$ cat config.mk
export PLATFORM = sky130hd
export DESIGN_NAME = demux_1x2_16bit_buf_flat
export DESIGN_NICKNAME = d
export VERILOG_FILES = /design/src/rtl/demux_1x2_16bit_buf_if.sv /design/src/rtl/demux_1x2_16bit_buf.sv /design/src/flat_wrapper.sv
export SDC_FILE = /design/constraint.sdc
export NUM_CORES = 1
export LEC_CHECK = 0
export CORE_ASPECT_RATIO = 1.5
export CORE_MARGIN = 3
export CORE_UTILIZATION = 60
export DETAILED_ROUTE_END_ITERATION = 7
export DONT_BUFFER_PORTS = 1
export GPL_ROUTABILITY_DRIVEN = 0
export GPL_TIMING_DRIVEN = 0
export PLACE_DENSITY = 0.73
export REMOVE_ABC_BUFFERS = 1
export SYNTH_ARGS = -nofsm -noshare
export SYNTH_HDL_FRONTEND = slang
export SYNTH_SLANG_ARGS = --single-unit
$ cat constraint.sdc
create_clock -name clk -period 2.2 [get_ports clk]
set_input_delay 0.22 -clock clk [delete_from_list [all_inputs] [get_ports clk]]
set_output_delay 0.22 -clock clk [all_outputs]
set_load 0.005 [all_outputs]
$ cat src/rtl/demux_1x2_16bit_buf_if.sv
// Handshake bundle for the buffered 1:2 demux: one producer port, two consumer
// ports and the per-channel routed-word counters.
interface demux_1x2_16bit_buf_if #(
  parameter int unsigned WIDTH = 16,
  parameter int unsigned CNT_W = 16
);
  logic             in_valid;
  logic             in_ready;
  logic [WIDTH-1:0] in_data;
  logic             in_sel;
  logic             out0_valid;
  logic             out0_ready;
  logic [WIDTH-1:0] out0_data;
  logic             out1_valid;
  logic             out1_ready;
  logic [WIDTH-1:0] out1_data;
  logic [CNT_W-1:0] cnt0;
  logic [CNT_W-1:0] cnt1;

  modport master (
    output in_valid, in_data, in_sel, out0_ready, out1_ready,
    input  in_ready, out0_valid, out0_data, out1_valid, out1_data, cnt0, cnt1
  );

  modport slave (
    input  in_valid, in_data, in_sel, out0_ready, out1_ready,
    output in_ready, out0_valid, out0_data, out1_valid, out1_data, cnt0, cnt1
  );
endinterface

$ cat src/rtl/demux_1x2_16bit_buf.sv
// Buffered 1:2 demux: each accepted word lands in the FWFT FIFO picked by
// in_sel, so a stalled destination never blocks the other channel.
module demux_1x2_16bit_buf #(
  parameter int unsigned WIDTH = 16,
  parameter int unsigned DEPTH = 2,
  parameter int unsigned CNT_W = 16
) (
  input  logic                    clk,
  input  logic                    rst_n,
  demux_1x2_16bit_buf_if.slave    bus
);
  localparam int unsigned AW = $clog2(DEPTH);
  localparam int unsigned PW = AW + 1;

  logic [WIDTH-1:0] mem   [2][DEPTH];
  logic [PW-1:0]    wptr  [2];
  logic [PW-1:0]    rptr  [2];
  logic [CNT_W-1:0] cnt   [2];
  logic             full  [2];
  logic             empty [2];
  logic             push  [2];
  logic             pop   [2];
  logic             rdy   [2];

  // FIFO status from registered pointers only; outN_ready never reaches in_ready.
  always_comb begin
    rdy[0] = bus.out0_ready;
    rdy[1] = bus.out1_ready;
    for (int c = 0; c < 2; c++) begin
      empty[c] = (wptr[c] == rptr[c]);
      full[c]  = (wptr[c][AW] != rptr[c][AW]) &&
                 (wptr[c][AW-1:0] == rptr[c][AW-1:0]);
      push[c]  = bus.in_valid && !full[c] && (bus.in_sel == 1'(c));
      pop[c]   = !empty[c] && rdy[c];
    end
  end

  assign bus.in_ready   = !full[bus.in_sel];
  assign bus.out0_valid = !empty[0];
  assign bus.out1_valid = !empty[1];
  assign bus.out0_data  = empty[0] ? '0 : mem[0][rptr[0][AW-1:0]];
  assign bus.out1_data  = empty[1] ? '0 : mem[1][rptr[1][AW-1:0]];
  assign bus.cnt0       = cnt[0];
  assign bus.cnt1       = cnt[1];

  // Storage, pointers and counters; reset discards everything immediately.
  always_ff @(posedge clk or negedge rst_n) begin
    if (!rst_n) begin
      for (int c = 0; c < 2; c++) begin
        wptr[c] <= '0;
        rptr[c] <= '0;
        cnt[c]  <= '0;
        for (int e = 0; e < int'(DEPTH); e++) begin
          mem[c][e] <= '0;
        end
      end
    end else begin
      for (int c = 0; c < 2; c++) begin
        if (push[c]) begin
          mem[c][wptr[c][AW-1:0]] <= bus.in_data;
          wptr[c]                 <= wptr[c] + PW'(1);
          cnt[c]                  <= cnt[c] + CNT_W'(1);
        end
        if (pop[c]) begin
          rptr[c] <= rptr[c] + PW'(1);
        end
      end
    end
  end
endmodule
$ cat src/flat_wrapper.sv
// flat-port wrapper written by rule: the top's interface ports become plain ports
module demux_1x2_16bit_buf_flat 
#(
  parameter int unsigned WIDTH = 16,
  parameter int unsigned DEPTH = 2,
  parameter int unsigned CNT_W = 16
)
  (clk, rst_n, bus_in_valid, bus_in_data, bus_in_sel, bus_out0_ready, bus_out1_ready, bus_in_ready, bus_out0_valid, bus_out0_data, bus_out1_valid, bus_out1_data, bus_cnt0, bus_cnt1);
  demux_1x2_16bit_buf_if #(.WIDTH(WIDTH), .CNT_W(CNT_W)) bus_i ();
  input  logic clk;
  input  logic rst_n;
  input wire logic [$bits(bus_i.in_valid)-1:0] bus_in_valid;
  input wire logic [$bits(bus_i.in_data)-1:0] bus_in_data;
  input wire logic [$bits(bus_i.in_sel)-1:0] bus_in_sel;
  input wire logic [$bits(bus_i.out0_ready)-1:0] bus_out0_ready;
  input wire logic [$bits(bus_i.out1_ready)-1:0] bus_out1_ready;
  output wire logic [$bits(bus_i.in_ready)-1:0] bus_in_ready;
  output wire logic [$bits(bus_i.out0_valid)-1:0] bus_out0_valid;
  output wire logic [$bits(bus_i.out0_data)-1:0] bus_out0_data;
  output wire logic [$bits(bus_i.out1_valid)-1:0] bus_out1_valid;
  output wire logic [$bits(bus_i.out1_data)-1:0] bus_out1_data;
  output wire logic [$bits(bus_i.cnt0)-1:0] bus_cnt0;
  output wire logic [$bits(bus_i.cnt1)-1:0] bus_cnt1;
  assign bus_i.in_valid = bus_in_valid;
  assign bus_i.in_data = bus_in_data;
  assign bus_i.in_sel = bus_in_sel;
  assign bus_i.out0_ready = bus_out0_ready;
  assign bus_i.out1_ready = bus_out1_ready;
  assign bus_in_ready = bus_i.in_ready;
  assign bus_out0_valid = bus_i.out0_valid;
  assign bus_out0_data = bus_i.out0_data;
  assign bus_out1_valid = bus_i.out1_valid;
  assign bus_out1_data = bus_i.out1_data;
  assign bus_cnt0 = bus_i.cnt0;
  assign bus_cnt1 = bus_i.cnt1;
  demux_1x2_16bit_buf #(.WIDTH(WIDTH), .DEPTH(DEPTH), .CNT_W(CNT_W)) u_core (.clk(clk), .rst_n(rst_n), .bus(bus_i));
endmodule
## Yosys cells after proc, flatten, opt, wreduce, memory -nomap -nowiden

Cells that the tools add are included.

| storage, ports and cells | value |
|---|---|
| word-level logic and storage cells | 67 |
| output and inout bits | 67 |
| register bits after elaboration | 104 |
| bits of input ports | 22 |

| cells by class | value |
|---|---|
| eq/ne operators | 6 |
| order comparisons | 7 |
| mux-type cells | 17 |
| $add $sub $neg | 6 |
| reduce and logical (&&, ||, !) cells | 15 |
| bitwise logic cells | 6 |

Operators with widths:

| kind | count |
|---|---|
| $mux 16 | 10 |
| $bwmux 32 | 2 |
| $add 16x1->16 const B | 2 |
| $demux 16 s1 | 2 |
| $ge 2x2->1 const B | 5 |
| $logic_and 1x1->1 | 10 |
| $not 1->2 | 5 |
| $add 2x1->2 const B | 4 |
| $logic_not 1->1 | 5 |
| $eq 2x2->1 | 2 |
| $lt 2x1->1 const B | 2 |
| $mux 1 | 3 |
| $eq 1x1->1 | 2 |
| $ne 1x1->1 | 2 |
| $not 1->1 | 1 |

## Depth between registers and ports, before layout

| depth | value |
|---|---|
| depth in word-level cells | 6 |
| mapped depth | 7 |
| depth with buffers taken out | 5 |

## Least setup slack after synthesis

OpenSTA, ideal clock, no wires.

| path | value |
|---|---|
| path type | register -> register |
| from | register u_core.rptr[0] in the netlist's numbering |
| to | register u_core.mem[22] in the netlist's numbering |
| arrival time | 1687 ps |
| stages on the path, launching flop included | 8 |
| required time | 2075 ps |
| path buffers | 3 |
| path slack | 388 ps |
| clock period less this slack | 1812 ps |
| setup time | 125 ps |
| path through | dfrtp_1 > buf_6 > xnor2_2 > a21oi_4 > nor2b_1 > buf_4 > buf_6 > mux2_4 |

| between the ends | value |
|---|---|
| longest elaborated chain between the ends | 5 |

Ends and longest elaborated chain:

| element | line | RTL |
|---|---|---|
| start: declaration | demux_1x2_16bit_buf.sv:17 | `logic [PW-1:0] rptr [2];` |
| start signal: indexed assignment | demux_1x2_16bit_buf.sv:65 | `rptr[c] <= rptr[c] + PW'(1);` |
| $eq 1x1->1 | demux_1x2_16bit_buf.sv:32 | `(wptr[c][AW-1:0] == rptr[c][AW-1:0]);` |
| $logic_and 1x1->1 | demux_1x2_16bit_buf.sv:31 | `full[c] = (wptr[c][AW] != rptr[c][AW]) &&` |
| $logic_not 1->1 | demux_1x2_16bit_buf.sv:33 | `push[c] = bus.in_valid && !full[c] && (bus.in_sel == 1'(c));` |
| $logic_and 1x1->1 (2 in series) | demux_1x2_16bit_buf.sv:33 |  |
| end signal: indexed assignment | demux_1x2_16bit_buf.sv:60 | `mem[c][wptr[c][AW-1:0]] <= bus.in_data;` |
| end: declaration | demux_1x2_16bit_buf.sv:15 | `logic [WIDTH-1:0] mem [2][DEPTH];` |

Every way passes these cells.
A chain may end at the register's enable or synchronous reset.

## Final worst setup path

| path | value |
|---|---|
| from | register u_core.rptr[0] in the netlist's numbering |
| to | register u_core.mem[21] in the netlist's numbering |

The elaborated chain is that of the path after synthesis.

==> summary.md <==
| Metric | Value |
|---|---|
| Status | complete, but fails checks |
| Failing checks | hold timing |
| Number of synthesized flops with an enable pin | 0 |
| Die Span X | between 70 and 80 um |
| Drt pass-1 iters | 5 |
| Routed WL | about 9600 um |
| Max Cap Viol | 0 |
| Fill cells | approximately 560 |
| Top sig layer | met4 |
| Dpl hpwl | a little over 6000 um |
| Ranking of synthesized cells by area | dfrtp_1 53%, mux2_4 12%, mux2i_1 6.5%, mux2_2 6.4%, xnor2_1 4.8% |
| Final critical-path required period | 2.133 ns |
| Biggest area consumer among synthesized cells | dfrtp_1 |
| Num rows | 39 |
| Mapped cell area | ~4900 um^2 |
| Vias | about 2800 |
| Fin. max-slew vios | 0 |
| Largest net degree at the start of global routing | 105 |
| Setup CP Type | reg2reg |
| Length of routed met3 wiring | 657 um |
| Root Buffer | clkbuf_16 |
| Starting density of the core | between 60% and 70% |
| Part of the cycle the worst path needs | a little over nine tenths |
| Max Fclk | ~470 MHz |
| Yosys reg bits | about 100 |
| Worst setup SP type | flop |
| Placed instance area | 4972 um^2 |
| Final instance area | 5433 um^2 |
| H-tree levels | 3 |
| Worst-Skew Late Latency | approximately 0.34 ns |
| Crit path required time | approximately 2.4 ns |
| Final hold violation count | roughly 100 |
| Peak VDD IR | 0.8991 mV |
| CTS buffer count | 9 |
| Multi-input gate area | between 2000 and 2500 um^2 |
| Post-synth top cells | 104 x dfrtp_1, 38 x mux2_4, 37 x nor2_1 |
| Headroom to the max-slew limit | 59.13% |
| Ys flop type | dfrtp_1 |
| Routed length on met2 | approximately 4800 um |
| Unique masters post-synth | 32 |
| CTS tree | built |
| Lkg Pwr | 2.446 nW |
| Antenna cell count | 0 |
| Max Clock Skew | approximately 0.0055 ns |
| Starting DRT DRC Count | approximately 130 |
| Vias per cell | around 5.8 |
| Final setup viols | 0 |
| Crit Path Max Fanout | 19 |
| Layout cells sized above 1 | 28.38% |
| Core area | roughly 7800 um^2 |
| CP arrival | 2.36 ns |
| Syn avg cell area | around 13 um^2 |
| Top-area cell type share of the netlist area | between 50% and 60% |
| Hold_ws | -0.4305 ns |
| Number of global-route vias before repair | 2985 |
| Sink Count | 104 |
| Clock-pin slew on the worst setup and hold paths | ~0.06 ns |
| First-pass GRT wire length | 15150 um |
| DRC viols | 0 |
| FF/Latch Area | around 2600 um^2 |
| Die footprint | 9302 um^2 |
| Met1 WL | between 4000 and 5000 um |
| Wire per inst | approximately 20 um |
| DIE HEIGHT | roughly 120 um |
| Register area share after synthesis | a little over half |
| Crit end category | flop |
| PD cells | between 1500 and 2000 nW/um^2 |
| Post-synthesis async set-or-reset flop share | 100.0% |
| Final #Nets | just under 400 |
| Max clock buf depth | 2 |
| HP Class | in2async |
| Area delta synth->final | 10.96% |
| Inst Count DP | 455 |
| Top-count cell post-synth | dfrtp_1 |
| Post-route insts no fill | between 400 and 500 |
| Total number of yosys warnings | 0 |
| GRT Total Usage | between 20% and 30% |
| I/O pins | 89 |
| Syn Inst Count | between 300 and 400 |
| DRT antenna net count | 0 |
| Port bufs | 0 |
| Antenna violations before repair | 0 |
| Tightest Pin Transition | between 0.6 and 0.7 ns |
| Gr ovfl total | 0 |
stage by stage:
| stage | setup WS (ns) | TNS [ns] | utilization (%) | hold WS [ns] | total power, W |
|---|---|---|---|---|---|
| after floorplan | -0.8279 | -34.76 | - | -0.07559 | 0.005716 |
| after global placement | -1.773 | -120.60 | 63.18 | -0.07345 | 0.006369 |
| after detailed placement | -1.112 | -73.68 | 64.09 | -0.07305 | 0.006559 |
| after CTS | 0.007093 | 0 | 68.78 | -0.4465 | 0.008337 |
| after global routing | -0.01436 | -0.09371 | 70.02 | -0.4512 | 0.008934 |
| final | 0.06738 | 0 | 70.02 | -0.4305 | 0.008391 |
final cells by class:
class,count,share of cell area [%]
Clock buffer,11,4.468
Clock inverter,5,1.036
Inverter,4,0.2764
Multi-Input combinational cell,242,40.35
Sequential cell,104,48.04
Tap cell,102,2.349
Timing Repair Buffer,11,3.478
worst max-delay path: stages, from the launching register on:
cell and delay (ns):
dfrtp_4 0.63, xnor2_2 0.27, a21oi_4 0.32, nor2b_4 0.26
buf_4 0.18, mux2_2 0.34
flip-flops by register name, indices dropped and copies added (netlist names):
signal,count
u_core.wptr,4
u_core.rptr,4
u_core.bus.cnt1,16
u_core.mem,64
u_core.bus.cnt0,16
where the power goes:
part	switching, W	internal, W	leakage (nW)
registers	0.000739	0.00271	1.28
logic	0.00155	0.00178	1.02
clock network	0.000694	0.000912	0.145
logic make-up after synthesis:
| family | Yosys count | share of synthesized area, % |
|---|---|---|
| simple gates | 91 | 8.894 |
| fa+ha+maj | 2 | 0.5110 |
| buf+inv | 19 | 2.785 |
| flops | 104 | 53.16 |
| mux | 98 | 24.64 |
| xor+xnor | 44 | 8.331 |
| compound gates | 7 | 1.686 |
what timing repair did:
item | CTS | global route
gates resized for setup | 12 | 1
endpoints found under the hold margin | 104 | 104
pin swaps | 0 | 0
setup buffers | 3 | 5
setup endpoints to repair | 131 | 32
layer usage:
layer	track usage (%)	vias up
li1	-	1268
met1	26.77	1405
met2	34.91	73
met3	7.870	10
met4	6.877	0
met5	0	-
path summary, 6_finish.rpt:
check	start	endpoint	slack, ns	depth (start not counted)
hold / removal	rst_n	u_core.bus.cnt1[4]$_DFFE_PN0P_	-0.43	0
setup reg to reg	u_core.rptr[0]$_DFFE_PN0P_	u_core.mem[21]$_DFFE_PN0P_	0.07	5
hold reg to reg	u_core.bus.cnt0[15]$_DFFE_PN0P_	u_core.bus.cnt0[15]$_DFFE_PN0P_	0.50	1
min in group clk	bus_in_data[15]	u_core.mem[31]$_DFFE_PN0P_	0.02	1
setup / recovery	u_core.rptr[0]$_DFFE_PN0P_	u_core.mem[21]$_DFFE_PN0P_	0.07	5
max in group asynchronous	rst_n	u_core.rptr[3]$_DFFE_PN0P_	2.50	0
cell usage in the layout, fill, tap and decap left out, types with 6 or more instances in the layout:
master	instances
dfrtp_1	102
mux2_4	38
nor2_1	36
mux2i_1	32
mux2_2	28
xnor2_1	27
xor2_1	14
nand2_1	14
nand4_1	13
clkbuf_16	9
nand3_1	8
and3_1	6
Power figures use the tool's default switching activity.
